==> src/rtl/serial_subtractor4_pkg.sv <==
// Shared ALU definitions for the bit-serial subtractor: FSM state
// encoding and the default operand width.
package alu_pkg;

    localparam int DEFAULT_WIDTH = 4;

    typedef enum logic [1:0] {
        IDLE  = 2'd0,
        SHIFT = 2'd1,
        DONE  = 2'd2
    } state_t;

endpackage

==> src/rtl/serial_subtractor4_if.sv <==
// Operand/result handshake bundle for serial_subtractor4.
// The mode signal exists only when SERIAL_SUB_ADD_EN is defined.
interface serial_subtractor4_if
    import alu_pkg::*;
#(
    parameter int WIDTH = DEFAULT_WIDTH
);
    logic             in_valid;
    logic             in_ready;
    logic [WIDTH-1:0] a;
    logic [WIDTH-1:0] b;
`ifdef SERIAL_SUB_ADD_EN
    logic             mode;
`endif
    logic             out_valid;
    logic             out_ready;
    logic [WIDTH-1:0] diff;
    logic             carryout;
    logic             overflow;

    // Producer of operands / consumer of results.
    modport master (
        output in_valid, a, b, out_ready,
`ifdef SERIAL_SUB_ADD_EN
        output mode,
`endif
        input  in_ready, out_valid, diff, carryout, overflow
    );

    // The serial subtractor itself.
    modport slave (
        input  in_valid, a, b, out_ready,
`ifdef SERIAL_SUB_ADD_EN
        input  mode,
`endif
        output in_ready, out_valid, diff, carryout, overflow
    );

endinterface

==> src/rtl/serial_subtractor4_full_adder_cell.sv <==
// Single 1-bit full adder; the only arithmetic element of the serial datapath.
module full_adder_cell (
    input  logic i_a,
    input  logic i_b,
    input  logic i_cin,
    output logic o_sum,
    output logic o_cout
);

    assign o_sum  = i_a ^ i_b ^ i_cin;
    assign o_cout = (i_a & i_b) | (i_cin & (i_a ^ i_b));

endmodule

==> src/rtl/serial_subtractor4.sv <==
// Bit-serial two's-complement subtractor (diff = a - b), LSB first, one
// bit per clock through a single full-adder cell with b inverted and
// carry-in 1. carryout=1 means no unsigned borrow; overflow is signed.
// Optional feature: define SERIAL_SUB_ADD_EN to add a mode input
// (0 = subtract, 1 = add) sampled with the operands.
//
// state | meaning
// IDLE  | waiting for operands, in_ready=1
// SHIFT | processing one bit per edge
// DONE  | result held until out_ready
module serial_subtractor4
    import alu_pkg::*;
#(
    parameter int WIDTH = DEFAULT_WIDTH
) (
    input  logic                 clk,
    input  logic                 rst_n,
    serial_subtractor4_if.slave  bus
);

    localparam int CNT_W = $clog2(WIDTH) + 1;

    state_t             r_state;
    state_t             w_state_next;
    logic [WIDTH-1:0]   r_a;
    logic [WIDTH-1:0]   r_nb;
    logic [WIDTH-1:0]   r_diff;
    logic [CNT_W-1:0]   r_count;
    logic               r_carry;
    logic               r_cin_msb;
    logic               r_carryout;
    logic               r_overflow;
    logic               r_in_ready;
    logic               r_out_valid;
    logic               w_sum;
    logic               w_cout;
    logic               w_last;
    logic               w_b_load_inv;

    assign w_last = (r_count == CNT_W'(WIDTH - 1));

`ifdef SERIAL_SUB_ADD_EN
    assign w_b_load_inv = ~bus.mode;
`else
    assign w_b_load_inv = 1'b1;
`endif

    full_adder_cell u_fa (
        .i_a    (r_a[0]),
        .i_b    (r_nb[0]),
        .i_cin  (r_carry),
        .o_sum  (w_sum),
        .o_cout (w_cout)
    );

    // State register.
    always_ff @(posedge clk or negedge rst_n) begin
        if (!rst_n) r_state <= IDLE;
        else        r_state <= w_state_next;
    end

    // Next-state decode.
    always_comb begin
        w_state_next = r_state;
        case (r_state)
            IDLE:    if (bus.in_valid)  w_state_next = SHIFT;
            SHIFT:   if (w_last)        w_state_next = DONE;
            DONE:    if (bus.out_ready) w_state_next = IDLE;
            default:                    w_state_next = IDLE;
        endcase
    end

    // Handshake outputs registered from the next state so they track the FSM.
    always_ff @(posedge clk or negedge rst_n) begin
        if (!rst_n) begin
            r_in_ready  <= 1'b1;
            r_out_valid <= 1'b0;
        end else begin
            r_in_ready  <= (w_state_next == IDLE);
            r_out_valid <= (w_state_next == DONE);
        end
    end

    // Operand load, serial shift and flag capture.
    always_ff @(posedge clk or negedge rst_n) begin
        if (!rst_n) begin
            r_a        <= '0;
            r_nb       <= '0;
            r_diff     <= '0;
            r_count    <= '0;
            r_carry    <= 1'b0;
            r_cin_msb  <= 1'b0;
            r_carryout <= 1'b0;
            r_overflow <= 1'b0;
        end else begin
            case (r_state)
                IDLE: begin
                    if (bus.in_valid) begin
                        r_a     <= bus.a;
                        r_nb    <= w_b_load_inv ? ~bus.b : bus.b;
                        r_carry <= w_b_load_inv;
                        r_count <= '0;
                    end
                end
                SHIFT: begin
                    r_diff  <= {w_sum, r_diff[WIDTH-1:1]};
                    r_a     <= r_a >> 1;
                    r_nb    <= r_nb >> 1;
                    r_carry <= w_cout;
                    r_count <= r_count + 1'b1;
                    // Carry out of bit WIDTH-2 is the carry into the MSB.
                    if (r_count == CNT_W'(WIDTH - 2))
                        r_cin_msb <= w_cout;
                    if (w_last) begin
                        r_carryout <= w_cout;
                        r_overflow <= r_cin_msb ^ w_cout;
                    end
                end
                default: ;
            endcase
        end
    end

    assign bus.in_ready  = r_in_ready;
    assign bus.out_valid = r_out_valid;
    assign bus.diff      = r_diff;
    assign bus.carryout  = r_carryout;
    assign bus.overflow  = r_overflow;

endmodule

==> src/flat_wrapper.sv <==
// flat-port wrapper written by rule: the top's interface ports become plain ports
module serial_subtractor4_flat import alu_pkg::*;
#(
    parameter int WIDTH = DEFAULT_WIDTH
)
  (clk, rst_n, bus_in_valid, bus_a, bus_b, bus_out_ready, bus_in_ready, bus_out_valid, bus_diff, bus_carryout, bus_overflow);
  serial_subtractor4_if #(.WIDTH(WIDTH)) bus_i ();
  input  logic clk;
  input  logic rst_n;
  input wire logic [$bits(bus_i.in_valid)-1:0] bus_in_valid;
  input wire logic [$bits(bus_i.a)-1:0] bus_a;
  input wire logic [$bits(bus_i.b)-1:0] bus_b;
  input wire logic [$bits(bus_i.out_ready)-1:0] bus_out_ready;
  output wire logic [$bits(bus_i.in_ready)-1:0] bus_in_ready;
  output wire logic [$bits(bus_i.out_valid)-1:0] bus_out_valid;
  output wire logic [$bits(bus_i.diff)-1:0] bus_diff;
  output wire logic [$bits(bus_i.carryout)-1:0] bus_carryout;
  output wire logic [$bits(bus_i.overflow)-1:0] bus_overflow;
  assign bus_i.in_valid = bus_in_valid;
  assign bus_i.a = bus_a;
  assign bus_i.b = bus_b;
  assign bus_i.out_ready = bus_out_ready;
  assign bus_in_ready = bus_i.in_ready;
  assign bus_out_valid = bus_i.out_valid;
  assign bus_diff = bus_i.diff;
  assign bus_carryout = bus_i.carryout;
  assign bus_overflow = bus_i.overflow;
  serial_subtractor4 #(.WIDTH(WIDTH)) u_core (.clk(clk), .rst_n(rst_n), .bus(bus_i));
endmodule
==> config.mk <==
export PLATFORM = sky130hd
export DESIGN_NAME = serial_subtractor4_flat
export DESIGN_NICKNAME = d
export VERILOG_FILES = /design/src/rtl/serial_subtractor4_pkg.sv /design/src/rtl/serial_subtractor4_if.sv /design/src/rtl/serial_subtractor4_full_adder_cell.sv /design/src/rtl/serial_subtractor4.sv /design/src/flat_wrapper.sv
export SDC_FILE = /design/constraint.sdc
export NUM_CORES = 1
export LEC_CHECK = 0
export BUFFER_PORTS_ARGS = -buffer_cell sky130_fd_sc_hd__buf_4
export CAP_MARGIN = 20
export CORE_MARGIN = 2
export CORE_UTILIZATION = 32
export CTS_BUF_LIST = sky130_fd_sc_hd__clkbuf_16
export CTS_CLUSTER_DIAMETER = 150
export DETAILED_ROUTE_END_ITERATION = 7
export SLEW_MARGIN = 30
export SYNTH_ARGS = -nofsm -noshare
export SYNTH_HDL_FRONTEND = slang
export SYNTH_HIERARCHICAL = 1
export SYNTH_SLANG_ARGS = --single-unit
==> constraint.sdc <==
create_clock -name clk -period 1.6 [get_ports clk]
set_input_delay 0.4 -clock clk [delete_from_list [all_inputs] [get_ports clk]]
set_output_delay 0.4 -clock clk [all_outputs]
set_load 0.05 [all_outputs]
Word-level counts from Yosys, hierarchy flattened
Index checks and enable logic that the tools add are counted.
{"block": "totals", "ff_bits": 23, "latch_bits": 0, "ram_bits": 0, "mem_bits_ro": 0, "in_bits": 12, "output_inout_bits": 8, "elab_cells": 43, "n_memories": 0}
{"block": "op_classes", "add_sub_neg": 1, "multipliers": 0, "div": 0, "n_lt_le_gt_ge": 0, "eq_ne": 6, "n_shift": 0, "n_mux": 12, "bitwise_logic": 7, "reduce_logical": 6}
{"operator": "case mux 4 bit (2 select lines)", "count": 2}
{"operator": "2-to-1 mux 4 bit", "count": 2}
{"operator": "equality test 3 x 2 -> 1 bit, second input constant", "count": 2}
{"operator": "2-to-1 mux 2 bit", "count": 3}
{"operator": "case mux 2 bit (3 select lines)", "count": 1}
{"operator": "case mux 3 bit (2 select lines)", "count": 1}
{"operator": "AND reduction 2 bit", "count": 3}
{"operator": "equality test 2 bit, second input constant", "count": 2}
{"operator": "logical NOT 2 bit", "count": 2}
{"operator": "inverter 4 bit", "count": 1}
{"operator": "adder 3 x 1 -> 3 bit, second input constant", "count": 1}
{"operator": "2-to-1 mux 3 bit", "count": 1}
{"operator": "bitwise XOR 1 bit", "count": 3}
{"operator": "bitwise AND 1 bit", "count": 2}
{"operator": "equality test 2 x 1 -> 1 bit, second input constant", "count": 1}
{"operator": "!= test 2 bit, second input constant", "count": 1}
{"operator": "case mux 1 bit (2 select lines)", "count": 1}
{"operator": "nonzero test 2 bit", "count": 1}
{"operator": "2-to-1 mux 1 bit", "count": 1}
{"operator": "bitwise OR 1 bit", "count": 1}

Logic depth before layout (Yosys ltp)
{"block": "logic_depth", "word_depth": 4, "mapped_depth": 4}

Cells and area by module
Netlist, hierarchy kept.
{"mod": "serial_subtractor4", "instances": 1, "cells_each": 75, "area_per_inst_um2": 1083.5, "seq_area_each_um2": 576.8}
{"mod": "full_adder_cell", "instances": 1, "cells_each": 1, "area_per_inst_um2": 20.0, "seq_area_each_um2": 0.0}

Least setup slack after synthesis
No wires, ideal clock.
{"block": "synth_path", "path_kind": "reg2reg", "from": "register u_core.r_a[0]", "to": "register u_core.r_overflow, in the netlist u_core/bus.overflow", "setup_ns": 0.125, "t_arrival_ns": 1.276, "t_required_ns": 1.475, "setup_slack_ns": 0.198, "path_stages_with_launch": 4, "path_buffers": 0, "path_cell_list": "dfrtp_1 > fa_1 > xor2_1 > mux2_4"}
{"block": "synth_via", "elab_chain_len": 4, "word_cells_on_any_way": 5, "classes_between": "bitwise (5)"}
{"element": "from (decl)", "line": "serial_subtractor4.sv:25", "rtl": "logic [WIDTH-1:0] r_a;"}
{"element": "from (signal assigned)", "line": "serial_subtractor4.sv:99", "rtl": "r_a <= bus.a;"}
{"element": "from (signal assigned)", "line": "serial_subtractor4.sv:107", "rtl": "r_a <= r_a >> 1;"}
{"element": "bitwise XOR 1 bit", "line": "serial_subtractor4_full_adder_cell.sv:11", "rtl": "assign o_cout = (i_a & i_b) | (i_cin & (i_a ^ i_b));"}
{"element": "bitwise AND 1 bit", "line": "serial_subtractor4_full_adder_cell.sv:11"}
{"element": "bitwise OR 1 bit *", "line": "serial_subtractor4_full_adder_cell.sv:11"}
{"element": "net u_core.w_cout", "line": "serial_subtractor4.sv:36", "rtl": "logic w_cout;"}
{"element": "bitwise XOR 1 bit *", "line": "serial_subtractor4.sv:116", "rtl": "r_overflow <= r_cin_msb ^ w_cout;"}
{"element": "to (signal assigned)", "line": "serial_subtractor4.sv:116"}
{"element": "to (decl)", "line": "serial_subtractor4.sv:32", "rtl": "logic r_overflow;"}
The timed path passes the listed nets; every way through them passes the cells marked *.
A chain may end at the register's enable or synchronous reset.

Final worst setup path
Same ends and word-level chain as after synthesis.

==> flow_summary.json <==
{
  "vias": 710,
  "seq_area_frac_synth": 0.523,
  "cts_tree": "built",
  "required_ns": 1.74,
  "p_leak_nw": 0.633,
  "hold_viol": 0,
  "grt_pass1_wl_um": 3650,
  "rr_worst_depth": 3,
  "grt_usage": 0.121,
  "multi_input_area_um2": 470,
  "cts-root-buf": "clkbuf_16",
  "regArea_um2": 577,
  "syn_avg_cell_area_um2": 14.5,
  "maxSlewViolCount": 0,
  "cts_resized": 0,
  "wl_met3_um": 62,
  "report.power.total_mw": 3.00,
  "fin_cells": 142,
  "drt_pass1_iterations": 4,
  "finalCritPeriodShare": 0.927,
  "num_rows": 21,
  "initial_core_util": 0.331,
  "die_h_um": 62.7,
  "cts_buffers": 3,
  "clk_latency_ns": 0.26,
  "status": "complete, no violations",
  "fill_cells": 327,
  "place_inst": 138,
  "pin_count": 20,
  "syn_nets": 92,
  "worst_hold_slack_ns": 0.0281,
  "cts.sinks": 23,
  "area_growth_pct": 22.7,
  "wl_met1_um": 949,
  "fin_skew_ns": 0.00356,
  "path_clk_slew_ns": 0.06,
  "postCtsSetupRepairBufs": 0,
  "finalSetupTns_ns": 0,
  "grt_pass1_vias": 743,
  "routed-wl-met2_um": 1020,
  "routedWlPerCell_um": 14.6,
  "hold_class": "input pin to asynchronous set/reset pin",
  "core_area_mm2": 0.00334,
  "yosys_register_bits": 23,
  "worst_pin_slew_ns": 0.397,
  "nets": 113,
  "h-tree-depth": 1,
  "yosys_warnings": 6,
  "hold_buffers": 0,
  "p_per_area_mw_per_mm2": 2220,
  "drive_above_1_share": 0.365,
  "r2r_setup_slack_ns": 0.12,
  "drc": 0,
  "max_stage_delay_ns": 0.51,
  "syn_inst": 76,
  "dieArea_mm2": 0.00393,
  "crit_type": "register to register",
  "min_period_ns": 1.48,
  "dpl.hpwl_um": 1490,
  "worstPathArrival_ns": 1.62,
  "drt_wl_total_um": 2070,
  "cp_max_fo": 4,
  "syn_area_mm2": 0.00110,
  "avgViaCountPerCell": 5.00,
  "ant_nets": 0,
  "grt_antenna_before_repair": 0,
  "r2r_end": "u_core/bus.overflow",
  "cp-end-kind": "register",
  "drt_iter0_drc": 28,
  "path_cells": "fa_1 -> xor2_1 -> mux2_4",
  "rsz0062_at_grt": "no",
  "grt_max_degree": 24,
  "max_freq_ghz": 0.674,
  "startpoint_type": "register",
  "diodes": 0,
  "top_layer": "met4",
  "cap_violations": 0,
  "synth_cell_types": 30,
  "r2r_start": "u_core/r_a[0]",
  "crit_path_top_delay_cell": "fa_1",
  "gp_congestion": 0.695,
  "relSlewSlack": 0.735,
  "peakVddDrop_uv": 627,
  "port_buffers": 19,
  "setup_viol": 0,
  "die_w_um": 62.7,
  "clockBufferDepth": 2,
  "grt_overflow": 0
}
registers in the layout (all words and copies together), names as in the netlist, 2 cells and up:
| register | count |
|---|---|
| u_core/r_a | 4 |
| u_core/r_state | 2 |
| u_core/bus.diff | 4 |
| u_core/r_count | 3 |
| u_core/r_nb | 4 |
how the worst max path moves through the flow:
stage                        from                  end  slack, ns  depth (start not counted)
CTS                 u_core/r_a[0]  u_core/bus.overflow       0.12                          3
detailed placement  u_core/r_a[0]  u_core/bus.overflow       0.13                          3
floorplan           u_core/r_a[0]  u_core/bus.overflow       0.20                          3
global route        u_core/r_a[0]  u_core/bus.overflow       0.07                          3
finish              u_core/r_a[0]  u_core/bus.overflow       0.12                          3
global placement    u_core/r_a[0]  u_core/bus.overflow       0.17                          3
per-stage QoR:
stage | area [um2] | setup slack (ns) | utilization
2_1_floorplan | 1100 | 0.198 | -
3_3_place_gp | 1270 | 0.174 | 0.382
3_5_place_dp | 1270 | 0.127 | 0.382
4_1_cts | 1350 | 0.120 | 0.406
5_1_grt | 1350 | 0.0663 | 0.406
6_report | 1350 | 0.117 | 0.406
cells in the final DEF, fill, tap and decap left out, types with 3 or more instances in the layout:
| cell type | n |
|---|---|
| o221a_2 | 3 |
| inv_1 | 3 |
| or4b_1 | 3 |
| buf_4 | 21 |
| dfrtp_1 | 22 |
| ha_1 | 3 |
| mux2_1 | 5 |
| clkbuf_16 | 3 |
| o221a_1 | 3 |
cells by family after synthesis:
kind of cell | Yosys count | synth area share
compound gates | 16 | 0.133
xor+xnor | 1 | 0.00794
fa+ha+maj | 4 | 0.0522
buf+inv | 8 | 0.0510
flops | 23 | 0.523
mux | 8 | 0.0873
simple gates | 16 | 0.146
area by class of cell:
cell class / instances / area share
repair buffers: 21 / 0.116
inverters: 3 / 0.00832
clock buffers: 3 / 0.0555
flip-flops and latches: 23 / 0.426
well taps: 46 / 0.0425
clock inverters: 1 / 0.00370
multi-input cells: 45 / 0.348
critical path: cells and delay by family, from the launching register on:
family     cells  cell delay (ns)
xor+xnor       1             0.19
fa+ha+maj      1             0.51
flops          1             0.41
mux            1             0.26
per-layer routing:
layer | vias to the layer above | track usage
met5 | - | 0
met4 | 0 | 0.0583
met3 | 4 | 0.0288
met2 | 11 | 0.187
met1 | 367 | 0.159
li1 | 328 | -
report_power, final:
group          leakage [nW]  switching, mW  internal [mW]
sequential            0.273          0.238          0.863
combinational         0.319          0.747          0.612
clock                0.0409          0.204          0.336
total                 0.633           1.19           1.81
Yosys cell counts:
master | n | area, um2
and4bb_1 | 1 | 12.5
nand2b_1 | 2 | 12.5
buf_6 | 2 | 22.5
or4bb_1 | 1 | 11.3
buf_4 | 3 | 22.5
a211o_1 | 2 | 17.5
a21bo_1 | 2 | 20.0
nor4b_2 | 1 | 15.0
mux2i_1 | 1 | 10.0
mux2_4 | 2 | 30.0
xor2_1 | 1 | 8.76
or4b_1 | 3 | 30.0
inv_1 | 3 | 11.3
nor4bb_1 | 1 | 10.0
o221a_2 | 3 | 33.8
o221a_1 | 3 | 33.8
nor2_1 | 1 | 3.75
nand2b_2 | 1 | 8.76
mux2_1 | 5 | 56.3
a21oi_1 | 2 | 10.0
dfstp_2 | 1 | 26.3
o22ai_1 | 2 | 12.5
fa_1 | 1 | 20.0
nand3b_4 | 1 | 20.0
nor3b_1 | 2 | 15.0
o22a_1 | 1 | 8.76
o21ba_2 | 1 | 10.0
nand4bb_1 | 2 | 22.5
ha_1 | 3 | 37.5
dfrtp_1 | 22 | 551
(Power assumes the default switching activity.)
